===== config.mk =====
export PLATFORM = sky130hd
export DESIGN_NAME = pattern_scan_ctrl_flat
export DESIGN_NICKNAME = d
export VERILOG_FILES = /design/src/rtl/pattern_scan_ctrl_if.sv /design/src/rtl/pattern_scan_ctrl.sv /design/src/flat_wrapper.sv
export SDC_FILE = /design/constraint.sdc
export NUM_CORES = 1
export LEC_CHECK = 0
export ABC_AREA = 1
export CAP_MARGIN = 20
export CELL_PAD_IN_SITES_DETAIL_PLACEMENT = 0
export CELL_PAD_IN_SITES_GLOBAL_PLACEMENT = 1
export CORE_MARGIN = 4
export CORE_UTILIZATION = 44
export DETAILED_ROUTE_END_ITERATION = 10
export DONT_BUFFER_PORTS = 1
export PLACE_DENSITY_LB_ADDON = 0.1
export SYNTH_ARGS = -nofsm -noshare
export SYNTH_HDL_FRONTEND = slang
export SYNTH_SLANG_ARGS = --single-unit

===== constraint.sdc =====
create_clock -name clk -period 1.7 [get_ports clk]
set_input_delay 0.085 -clock clk [delete_from_list [all_inputs] [get_ports clk]]
set_output_delay 0.085 -clock clk [all_outputs]
set_load 0.02 [all_outputs]

===== src/rtl/pattern_scan_ctrl_if.sv =====
// Word-wide valid/ready handshake between a producer and pattern_scan_ctrl.
// The producer drives the master modport; the scanner uses the slave modport.
interface pattern_scan_ctrl_if #(
  parameter int DATA_W = 8
);
  logic              in_valid;
  logic [DATA_W-1:0] in_data;
  logic              in_ready;

  modport master (output in_valid, output in_data, input in_ready);
  modport slave  (input in_valid, input in_data, output in_ready);
endinterface


===== src/rtl/pattern_scan_ctrl.sv =====
// Accepts words over a valid/ready handshake and scans them MSB-first through an overlapping
// PATTERN detector whose bit history spans word boundaries. Optional macro PSC_ABORT_EN adds abort.
module pattern_scan_ctrl #(
  parameter int               DATA_W  = 8,
  parameter int               PAT_W   = 4,
  parameter logic [PAT_W-1:0] PATTERN = 4'b1001,
  parameter int               CNT_W   = 8
) (
  input  logic               clk,
  input  logic               rst,
  pattern_scan_ctrl_if.slave bus,
  input  logic               clear_cnt,
`ifdef PSC_ABORT_EN
  input  logic               abort,
`endif
  output logic               bit_out,
  output logic               busy,
  output logic               match,
  output logic               done,
  output logic               word_match,
  output logic [CNT_W-1:0]   match_cnt
);

  localparam int                IDX_W     = $clog2(DATA_W);
  localparam int                FILL_W    = $clog2(PAT_W);
  localparam logic [IDX_W-1:0]  IDX_LAST  = IDX_W'(DATA_W - 1);
  localparam logic [FILL_W-1:0] FILL_FULL = FILL_W'(PAT_W - 1);

  typedef enum logic [1:0] {IDLE, SHIFT, DONE} state_t;

  state_t             state;
  logic [DATA_W-1:0]  shreg;
  logic [IDX_W-1:0]   bit_idx;
  logic [PAT_W-2:0]   history;
  logic [FILL_W-1:0]  fill;
  logic [PAT_W-1:0]   window;
  logic               abort_req;
  logic               hit;

`ifdef PSC_ABORT_EN
  assign abort_req = abort;
`else
  assign abort_req = 1'b0;
`endif

  // The bit under scan is the shift-register MSB; an aborted bit is dropped, never counted.
  assign bit_out = shreg[DATA_W-1];
  assign window  = {history, bit_out};
  assign hit     = (state == SHIFT) && !abort_req && (window == PATTERN) && (fill == FILL_FULL);

  always_ff @(posedge clk) begin
    if (rst) begin
      // NOTE: every state element, datapath included, is written with <= so all of them
      // update together from the values seen before this edge; shreg is reset because it drives bit_out.
      state        <= IDLE;
      bus.in_ready <= 1'b1;
      busy         <= 1'b0;
      match        <= 1'b0;
      done         <= 1'b0;
      word_match   <= 1'b0;
      match_cnt    <= '0;
      shreg        <= '0;
      bit_idx      <= '0;
      history      <= '0;
      fill         <= '0;
    end else begin
      match <= hit;
      done  <= 1'b0;

      // A clear and a hit on the same edge leave exactly that one hit counted.
      if (clear_cnt)
        match_cnt <= hit ? CNT_W'(1) : '0;
      else if (hit && (match_cnt != '1))
        match_cnt <= match_cnt + CNT_W'(1);

      if (hit)
        word_match <= 1'b1;

      case (state)
        IDLE: begin
          if (bus.in_valid && bus.in_ready) begin
            shreg        <= bus.in_data;
            bit_idx      <= IDX_LAST;
            word_match   <= 1'b0;
            bus.in_ready <= 1'b0;
            busy         <= 1'b1;
            state        <= SHIFT;
          end
        end

        SHIFT: begin
          if (abort_req) begin
            state        <= IDLE;
            bus.in_ready <= 1'b1;
            busy         <= 1'b0;
            shreg        <= '0;
            history      <= '0;
            fill         <= '0;
          end else begin
            history <= window[PAT_W-2:0];
            if (fill != FILL_FULL)
              fill <= fill + FILL_W'(1);
            shreg <= {shreg[DATA_W-2:0], 1'b0};
            if (bit_idx == '0) begin
              state <= DONE;
              done  <= 1'b1;
            end else begin
              bit_idx <= bit_idx - IDX_W'(1);
            end
          end
        end

        DONE: begin
          state        <= IDLE;
          bus.in_ready <= 1'b1;
          busy         <= 1'b0;
        end

        default: state <= IDLE;
      endcase
    end
  end

endmodule


===== src/flat_wrapper.sv =====
// flat-port wrapper written by rule: the top's interface ports become plain ports
module pattern_scan_ctrl_flat 
#(
  parameter int               DATA_W  = 8,
  parameter int               PAT_W   = 4,
  parameter logic [PAT_W-1:0] PATTERN = 4'b1001,
  parameter int               CNT_W   = 8
)
  (clk, rst, clear_cnt, bit_out, busy, match, done, word_match, match_cnt, bus_in_valid, bus_in_data, bus_in_ready);
  pattern_scan_ctrl_if #(.DATA_W(DATA_W)) bus_i ();
  input  logic clk;
  input  logic rst;
  input  logic clear_cnt;
  output logic bit_out;
  output logic busy;
  output logic match;
  output logic done;
  output logic word_match;
  output logic [CNT_W-1:0] match_cnt;
  input wire logic [$bits(bus_i.in_valid)-1:0] bus_in_valid;
  input wire logic [$bits(bus_i.in_data)-1:0] bus_in_data;
  output wire logic [$bits(bus_i.in_ready)-1:0] bus_in_ready;
  assign bus_i.in_valid = bus_in_valid;
  assign bus_i.in_data = bus_in_data;
  assign bus_in_ready = bus_i.in_ready;
  pattern_scan_ctrl #(.DATA_W(DATA_W), .PAT_W(PAT_W), .PATTERN(PATTERN), .CNT_W(CNT_W)) u_core (.clk(clk), .rst(rst), .bus(bus_i), .clear_cnt(clear_cnt), .bit_out(bit_out), .busy(busy), .match(match), .done(done), .word_match(word_match), .match_cnt(match_cnt));
endmodule

==> results.sh, run 1 <==
export IMPL_status="complete, no violations"
export IMPL_firstDrtPassIters=4
export IMPL_relSlewSlack_pct=67.8
export IMPL_cts_buffer_depth=2
export IMPL_syn_num_nets=209
export IMPL_first_global_vias=1208
export IMPL_ys_warnings_count=0
export IMPL_fp_row_count=20
export IMPL_report_final_slew_viol_count=0
export IMPL_diodes=0
export IMPL_use_met3_pct=6.07
export IMPL_wl_per_cell_microns=11.7
export IMPL_fin_skew_ns=0.00953
export IMPL_cts_htree_levels=2
export IMPL_hp_class="input pin to flop"
export IMPL_finalSetupTns_ns=0
export IMPL_nets=230
export IMPL_syn_inst=193
export IMPL_slowest_stage="dfxtp_1"
export IMPL_die_w_microns=64.8
export IMPL_crit_top_cell="nor2_1"
export IMPL_post_cts_resized=0
export IMPL_setup_viol=0
export IMPL_grtUsageMet1_pct=17.2
export IMPL_seq_area_frac_synth_pct=43.7
export IMPL_holdWs_ns=0.0407
export IMPL_cellLeakagePower_nw=0.718
export IMPL_ir_worst_vdd_uv=457
export IMPL_syn_area_sq_um=1420
export IMPL_clk_latency_ns=0.32
export IMPL_gp_congestion=0.798
export IMPL_crit_required_ns=1.92
export IMPL_cts_tree="built"
export IMPL_busiest_layer="met2"
export IMPL_cp_top_family="simple AND/OR/NAND/NOR gates"
export IMPL_fmax_ghz=0.733
export IMPL_yosysUniqueCellTypes=20
export IMPL_vias=1270
export IMPL_clock_root_buffer="clkbuf_4"
export IMPL_drt_iter0_drc=45
export IMPL_totalWireLength_microns=3020
export IMPL_antenna_found_initial=0
export IMPL_critPathMaxStageDelay_ns=0.34
export IMPL_dieHeight_microns=64.8
export IMPL_synth_ff_type="dfxtp_1"
export IMPL_worst_setup_path_type="flop to flop"
export IMPL_die_area_sq_um=4200
export IMPL_fin_crit_sh_pct=80.2
export IMPL_rsz0062_at_grt="no"
export IMPL_hpwl_microns=2190
export IMPL_grt_use_total_pct=15.9
export IMPL_clkTransAtPathRegs_ns=0.09
export IMPL_cts_sinks=31
export IMPL_synth_edff_count=0
export IMPL_p_per_area_nw_per_um2=924
export IMPL_final_common_cell="nand2_1"
export IMPL_final_cell_mix="43 x nand2_1, 31 x dfxtp_1, 27 x inv_1"
export IMPL_critPathLaunchType="flop"
export IMPL_postSynth_asyncResetShare_pct=0
export IMPL_core_sq_um=3080
export IMPL_critPathArrivalTime_ns=1.59
export IMPL_period_minus_slack_ns=1.36
export IMPL_grt_first_pass_wirelength_microns=5200
export IMPL_avgSynthCellArea_sq_um=7.36
export IMPL_critPathBufInv=1
export IMPL_maxCapViolations=0
export IMPL_timing_final_hold_violations=0
export IMPL_cts_setup_buffers=0
export IMPL_ios=26
export IMPL_start_util_pct=46.1
export IMPL_grt_max_degree=16
export IMPL_numCtsBuffers=5
export IMPL_crit_path_end_kind="flop"
export IMPL_worstPathMaxFanout=10
export IMPL_path_cells="ha_1 > nand2_2 > nor2_1 > nand2_1 > nand2_4 > inv_1 > o21ai_0 > nor2_1"
export IMPL_grtUsageMet2_pct=29.0
export IMPL_syn2layout_area_growth_pct=16.2
export IMPL_grt_ovfl_total=0
export IMPL_viasPerCell=4.94
export IMPL_tightestPinTransition_ns=0.481
export IMPL_remaining_drc_errors=0
export IMPL_detail_route_antenna_nets=0
export IMPL_drive_gt1_share_pct=11.3
export IMPL_ys_ff_latch=31
export IMPL_fill_cells=308
export IMPL_io_buffers=0
-- worst reg2reg max path: stages (launching register included) --
cell and delay (ns):
dfxtp_1 0.34, ha_1 0.18, nand2_2 0.08, nor2_1 0.14
nand2_1 0.13, nand2_4 0.15, inv_1 0.05, o21ai_0 0.14
nor2_1 0.05
-- kinds of logic after synthesis --
kind of cell / share of synthesized area [%]
flip-flops: 43.7
AND/OR/NAND/NOR: 27.3
AO/OA/AOI/OAI: 15.7
buffers and inverters: 9.78
adder cells (fa/ha/maj): 3.52
-- routing by layer --
metal / up-vias / routed length [microns]
li1: 665 / -
met5: - / 0
met1: 574 / 1270
met3: 5 / 176
met4: 0 / 25
met2: 26 / 1550
-- power breakdown --
part	switching (mW)	internal [mW]
Clock	0.227	0.147
Combinational	0.184	0.112
Sequential	0.0534	0.800
-- Yosys cell counts, types with 2 or more instances --
master / count / area share (%)
dfxtp_1: 31 / 44
a31oi_1: 8 / 3.5
o21ai_0: 19 / 6.7
buf_4: 2 / 1.1
nand3_1: 11 / 3.9
nor2_4: 2 / 1.6
ha_1: 4 / 3.5
nand2_2: 4 / 1.8
inv_1: 27 / 7.1
nand2_4: 2 / 1.6
nor3_1: 5 / 1.8
nor2_1: 15 / 4.0
a21oi_1: 13 / 4.6
nand2_1: 43 / 11
clkbuf_1: 2 / 0.53
-- sequential cells by signal (all words and copies together) (netlist names) --
signal	flops
u_core.match_cnt	8
u_core.shreg	8
u_core.bit_idx	3
u_core.history	3
u_core.fill	2
u_core.state	2
u_core.bus.in_ready	1
u_core.busy	1
u_core.done	1
u_core.match	1
u_core.word_match	1
-- path summary, 6_finish.rpt --
path	startpoint	endpoint	slack (ns)	depth (start not counted)
max	u_core.match_cnt[0]	u_core.match_cnt[1]	0.34	8
min	clear_cnt	u_core.match_cnt[6]	0.04	3
max reg2reg	u_core.match_cnt[0]	u_core.match_cnt[1]	0.34	8
min reg2reg	u_core.shreg[5]	u_core.shreg[6]	0.47	2
-- through the flow --
stage	instance area [sq um]	instances	utilization, %	total power, mW	setup WS [ns]
2_1_floorplan	1420	193	-	1.09	0.225
3_3_place_gp	1510	241	49.0	1.13	0.379
3_5_place_dp	1510	241	49.0	1.15	0.334
4_1_cts	1650	257	53.6	1.55	0.320
5_1_grt	1650	257	53.6	1.64	0.138
6_report	1650	257	53.6	1.52	0.336
-- area by class of cell --
class                           count  area (sq um)  area share, %
Timing Repair Buffer               19           168           10.2
Inverter                           28           105           6.37
Tap cell                           44          55.1           3.34
Clock buffer                        6          41.3           2.50
Multi-Input combinational cell    129           661           40.0
Sequential cell                    31           621           37.6
-- what timing repair did --
action | CTS | global route
hold endpoints to repair | 23 | 0
hold buffers | 10 | 0
setup endpoints to repair | 0 | 0
(Power assumes the default switching activity.)
==> run 2: changes to the inputs <==
--- a/config.mk
+++ b/config.mk
@@ -10,7 +10,7 @@
 export CELL_PAD_IN_SITES_DETAIL_PLACEMENT = 0
 export CELL_PAD_IN_SITES_GLOBAL_PLACEMENT = 1
 export CORE_MARGIN = 4
-export CORE_UTILIZATION = 44
+export CORE_UTILIZATION = 39
 export DETAILED_ROUTE_END_ITERATION = 10
 export DONT_BUFFER_PORTS = 1
 export PLACE_DENSITY_LB_ADDON = 0.1
==> constraint.sdc (replaced) <==
create_clock -name clk -period 1.1 [get_ports clk]
set_input_delay 0.055 -clock clk [delete_from_list [all_inputs] [get_ports clk]]
set_output_delay 0.055 -clock clk [all_outputs]
set_load 0.02 [all_outputs]
==> results.sh, run 2 (synthesis results as in run 1) <==
export IMPL_failed_checks="negative setup slack"
export IMPL_numCtsBuffers=5
export IMPL_remaining_drc_errors=0
export IMPL_dieHeight_microns=68.3
export IMPL_grt_max_degree=16
export IMPL_reg_largest_list="u_core.match_cnt: 8 flops, u_core.shreg: 8 flops"
export IMPL_cts_htree_levels=2
export IMPL_first_global_vias=1373
export IMPL_clock_root_buffer="clkbuf_4"
export IMPL_cts_buffer_depth=2
export IMPL_timing_final_hold_violations=0
export IMPL_fin_crit_sh_pct=120
export IMPL_cts_sinks=31
export IMPL_fin_util_pct=59.3
export IMPL_ios=26
export IMPL_maxCapViolations=0
export IMPL_clk_latency_ns=0.33
export IMPL_hp_class="input pin to flop"
export IMPL_final_common_cell="nand2_1"
export IMPL_tightestPinTransition_ns=0.547
export IMPL_hold_start="clear_cnt"
export IMPL_fin_ws_ns=-0.219
export IMPL_fin_skew_ns=0.00921
export IMPL_nets=254
export IMPL_cellLeakagePower_nw=0.880
export IMPL_drt_iter0_drc=39
export IMPL_rsz0062_at_grt="yes"
export IMPL_drive_gt1_share_pct=39.3
export IMPL_firstDrtPassIters=4
export IMPL_fp_row_count=21
export IMPL_core_sq_um=3420
export IMPL_grt_use_total_pct=15.8
export IMPL_fill_cells=348
export IMPL_grt_first_pass_wirelength_microns=5490
export IMPL_critPathArrivalTime_ns=1.58
export IMPL_setup_viol=13
export IMPL_detail_route_antenna_nets=0
export IMPL_ir_worst_vdd_uv=846
export IMPL_crit_path_end_kind="flop"
export IMPL_r2r_start="u_core.fill[0]"
export IMPL_status="finished, violations left"
export IMPL_hpwl_microns=2460
export IMPL_finalSetupTns_ns=-1.72
export IMPL_report_final_slew_viol_count=0
export IMPL_start_util_pct=41.6
export IMPL_crit_path_start="u_core.fill[0]"
export IMPL_grt_ovfl_total=0
export IMPL_fmax_ghz=0.758
export IMPL_io_buffers=0
export IMPL_syn2layout_area_growth_pct=42.6
export IMPL_gp_congestion=0.824
export IMPL_totalWireLength_microns=3480
export IMPL_p_per_area_nw_per_um2=1310
export IMPL_wl_per_cell_microns=12.2
export IMPL_period_minus_slack_ns=1.32
export IMPL_relSlewSlack_pct=63.4
export IMPL_worstPathMaxFanout=5
export IMPL_diodes=0
export IMPL_viasPerCell=4.95
export IMPL_antenna_found_initial=0
export IMPL_cts_tree="built"
export IMPL_final_cell_mix="35 x nand2_1, 28 x buf_4, 21 x inv_1"
export IMPL_crit_required_ns=1.36
export IMPL_worst_setup_path_type="flop to flop"
export IMPL_critPathLaunchType="flop"
export IMPL_clkTransAtPathRegs_ns=0.10
export IMPL_vias=1412
export IMPL_die_area_sq_um=4670
export IMPL_die_w_microns=68.3
## run 2: cell count changes in the layout (fill, tap and decap cells not counted), sizes merged
| cell | before | now |
|---|---|---|
| buf | 9 | 31 |
| clkbuf | 6 | 5 |
| clkinv | 0 | 3 |
| nand2 | 49 | 51 |
## run 2: critical path, cell delays in order, from the launching register on
cell and delay (ns):
dfxtp_2 0.36, ha_4 0.13, inv_2 0.04, nor2_2 0.08, nand2_2 0.07, nor2_4 0.18
nand2_4 0.10, nand2_4 0.10, nand2_1 0.06, a21oi_1 0.14
## run 2: final timing paths
check / end / slack, ns / cells past startpoint
worst max-delay path: u_core.match_cnt[2] / -0.22 / 9
worst min register to register: u_core.history[0] / 0.48 / 2
worst min-delay path: u_core.match_cnt[6] / 0.03 / 3
worst max register to register: u_core.match_cnt[2] / -0.22 / 9
## run 2: timing repair
| item | CTS | global route |
|---|---|---|
| setup endpoints to repair | 20 | 26 |
| hold buffers | 8 | 2 |
| pin swaps | 7 | 16 |
| resized for setup | 9 | 39 |
| gates cloned | 1 | 1 |
| hold endpoints to repair | 24 | 12 |
| buffers inserted | 2 | 2 |
## run 2: final cells by class
| class | count | area, sq um | area share [%] |
|---|---|---|---|
| Clock buffer | 5 | 37.5 | 1.85 |
| Clock inverter | 3 | 15.0 | 0.741 |
| Inverter | 28 | 110 | 5.44 |
| Multi-Input combinational cell | 131 | 816 | 40.3 |
| Sequential cell | 31 | 646 | 31.9 |
| Tap cell | 46 | 57.6 | 2.84 |
| Timing Repair Buffer | 41 | 344 | 17.0 |
## run 2: metrics by stage
stage | hold WS, ns | area (sq um) | std cells | setup slack, ns | total power, mW
3_5_place_dp | 0.125 | 1710 | 262 | -0.223 | 1.87
6_report | 0.0322 | 2030 | 285 | -0.219 | 2.66
2_1_floorplan | 0.147 | 1470 | 193 | -0.104 | 1.70
4_1_cts | -0.242 | 1890 | 281 | -0.201 | 2.55
3_3_place_gp | 0.126 | 1710 | 262 | -0.164 | 1.86
5_1_grt | 0.00717 | 2030 | 285 | -0.358 | 2.84
## run 2: power by group
part	internal (mW)	total [mW]	leakage, nW	switching [mW]
Clock	0.237	0.627	0.0347	0.389
Sequential	1.24	1.32	0.260	0.0832
Combinational	0.319	0.711	0.585	0.392
## run 2: per-layer routing
metal	wire length [microns]	GRT usage (%)
met1	1370	16.0
met2	1860	28.8
met3	230	7.06
met4	27	5.21
met5	0	0
==> run 3: changes to the inputs <==
==> constraint.sdc (replaced) <==
create_clock -name clk -period 1.2 [get_ports clk]
set_input_delay 0.06 -clock clk [delete_from_list [all_inputs] [get_ports clk]]
set_output_delay 0.06 -clock clk [all_outputs]
set_load 0.02 [all_outputs]
==> results.sh, run 3 (synthesis results as in run 1) <==
export IMPL_dieHeight_microns=68.3
export IMPL_clock_root_buffer="clkbuf_4"
export IMPL_first_global_vias=1331
export IMPL_totalWireLength_microns=3440
export IMPL_rsz0062_at_grt="yes"
export IMPL_grt_ovfl_total=0
export IMPL_relSlewSlack_pct=67.7
export IMPL_grt_use_total_pct=16.1
export IMPL_final_area_sq_um=1970
export IMPL_grt_max_degree=16
export IMPL_reg_largest_list="u_core.match_cnt: 8 flops, u_core.shreg: 8 flops"
export IMPL_finalSetupTns_ns=-0.640
export IMPL_ir_worst_vdd_uv=705
export IMPL_diodes=0
export IMPL_cellLeakagePower_nw=0.852
export IMPL_fp_row_count=21
export IMPL_p_total_mw=2.40
export IMPL_hold_path_depth=4
export IMPL_critPathLaunchType="flop"
export IMPL_rr_worst_depth=9
export IMPL_tightestPinTransition_ns=0.483
export IMPL_fin_ws_ns=-0.115
export IMPL_hpwl_microns=2290
export IMPL_vias=1379
export IMPL_fin_skew_ns=0.0109
export IMPL_maxCapViolations=0
export IMPL_p_per_area_nw_per_um2=1220
export IMPL_fin_crit_sh_pct=110
export IMPL_numCtsBuffers=5
export IMPL_die_w_microns=68.3
export IMPL_viasPerCell=4.93
export IMPL_antenna_found_initial=0
export IMPL_gp_congestion=0.710
export IMPL_final_cell_mix="33 x nand2_1, 24 x buf_4, 23 x inv_1"
export IMPL_start_util_pct=41.6
export IMPL_drt_iter0_drc=64
export IMPL_drive_gt1_share_pct=34.6
export IMPL_nets=249
export IMPL_core_sq_um=3420
export IMPL_syn2layout_area_growth_pct=38.7
export IMPL_status="finished, violations left"
export IMPL_crit_required_ns=1.46
export IMPL_timing_final_hold_violations=0
export IMPL_crit_path_end_kind="flop"
export IMPL_cts_tree="built"
export IMPL_cts_htree_levels=2
export IMPL_worstPathMaxFanout=5
export IMPL_final_common_cell="nand2_1"
export IMPL_cts_buffer_depth=2
export IMPL_wl_per_cell_microns=12.3
export IMPL_ios=26
export IMPL_firstDrtPassIters=4
export IMPL_worst_setup_path_type="flop to flop"
export IMPL_hp_class="input pin to flop"
export IMPL_period_minus_slack_ns=1.32
export IMPL_failed_checks="negative setup slack"
export IMPL_cts_sinks=31
export IMPL_clk_latency_ns=0.33
export IMPL_die_area_sq_um=4670
export IMPL_critPathArrivalTime_ns=1.57
export IMPL_grt_first_pass_wirelength_microns=5530
export IMPL_remaining_drc_errors=0
export IMPL_clkTransAtPathRegs_ns=0.11
export IMPL_fmax_ghz=0.760
export IMPL_holdWs_ns=0.0786
export IMPL_fill_cells=347
export IMPL_io_buffers=0
export IMPL_dpl_cell_area_sq_um=1630
export IMPL_dpl_worst_slack_ns=-0.105
export IMPL_detail_route_antenna_nets=0
export IMPL_setup_viol=8
export IMPL_report_final_slew_viol_count=0
## run 3: layout make-up
type	count	area, sq um	share of cell area (%)
Clock inverter	2	11.3	0.572
Clock buffer	6	41.3	2.10
Inverter	28	108	5.46
Sequential cell	31	641	32.5
Timing Repair Buffer	36	302	15.3
Tap cell	46	57.6	2.92
Multi-Input combinational cell	131	810	41.1
## run 3: final timing paths
kind	startpoint	endpoint	slack (ns)
worst max register to register	u_core.fill[0]	u_core.match_cnt[3]	-0.12
worst min register to register	u_core.history[0]	u_core.history[0]	0.48
worst max-delay path	u_core.fill[0]	u_core.match_cnt[3]	-0.12
worst min-delay path	bus_in_valid	u_core.busy	0.08
## run 3: layer usage
layer | wire length (microns) | vias up | GRT usage [%] | part of all wire (%)
li1 | - | 704 | - | -
met1 | 1340 | 634 | 16.3 | 39
met3 | 186 | 8 | 5.91 | 5.4
met4 | 64 | 0 | 6.95 | 1.9
met5 | 0 | - | 0 | 0
met2 | 1850 | 33 | 29.2 | 54
## run 3: stage by stage
step                utilization, %  instances
finish                        57.7        280
global route                  57.7        280
CTS                           53.3        276
detailed placement            47.7        255
global placement              47.7        255
floorplan                        -        193
## run 3: worst max-delay path: stages, from the launching register on
cell and delay (ns):
dfxtp_2 0.37, ha_4 0.13, inv_2 0.03, nor2_2 0.08
nand2_2 0.08, nor2_4 0.17, nand2_4 0.10, nand2_4 0.10
nand2_1 0.06, a21oi_1 0.12
## run 3: repair_timing
item	CTS	global route
endpoints found under the setup margin	12	24
endpoints found under the hold margin	25	0
hold buffers	11	0
setup buffers	1	4
resized for setup	6	44
cloned	1	1
pin swaps	6	15
## run 3: report_power, final
part | switching (mW) | total [mW] | leakage, nW | internal, mW
logic | 0.336 | 0.590 | 0.560 | 0.254
registers | 0.0784 | 1.21 | 0.259 | 1.14
clock network | 0.373 | 0.600 | 0.0326 | 0.228
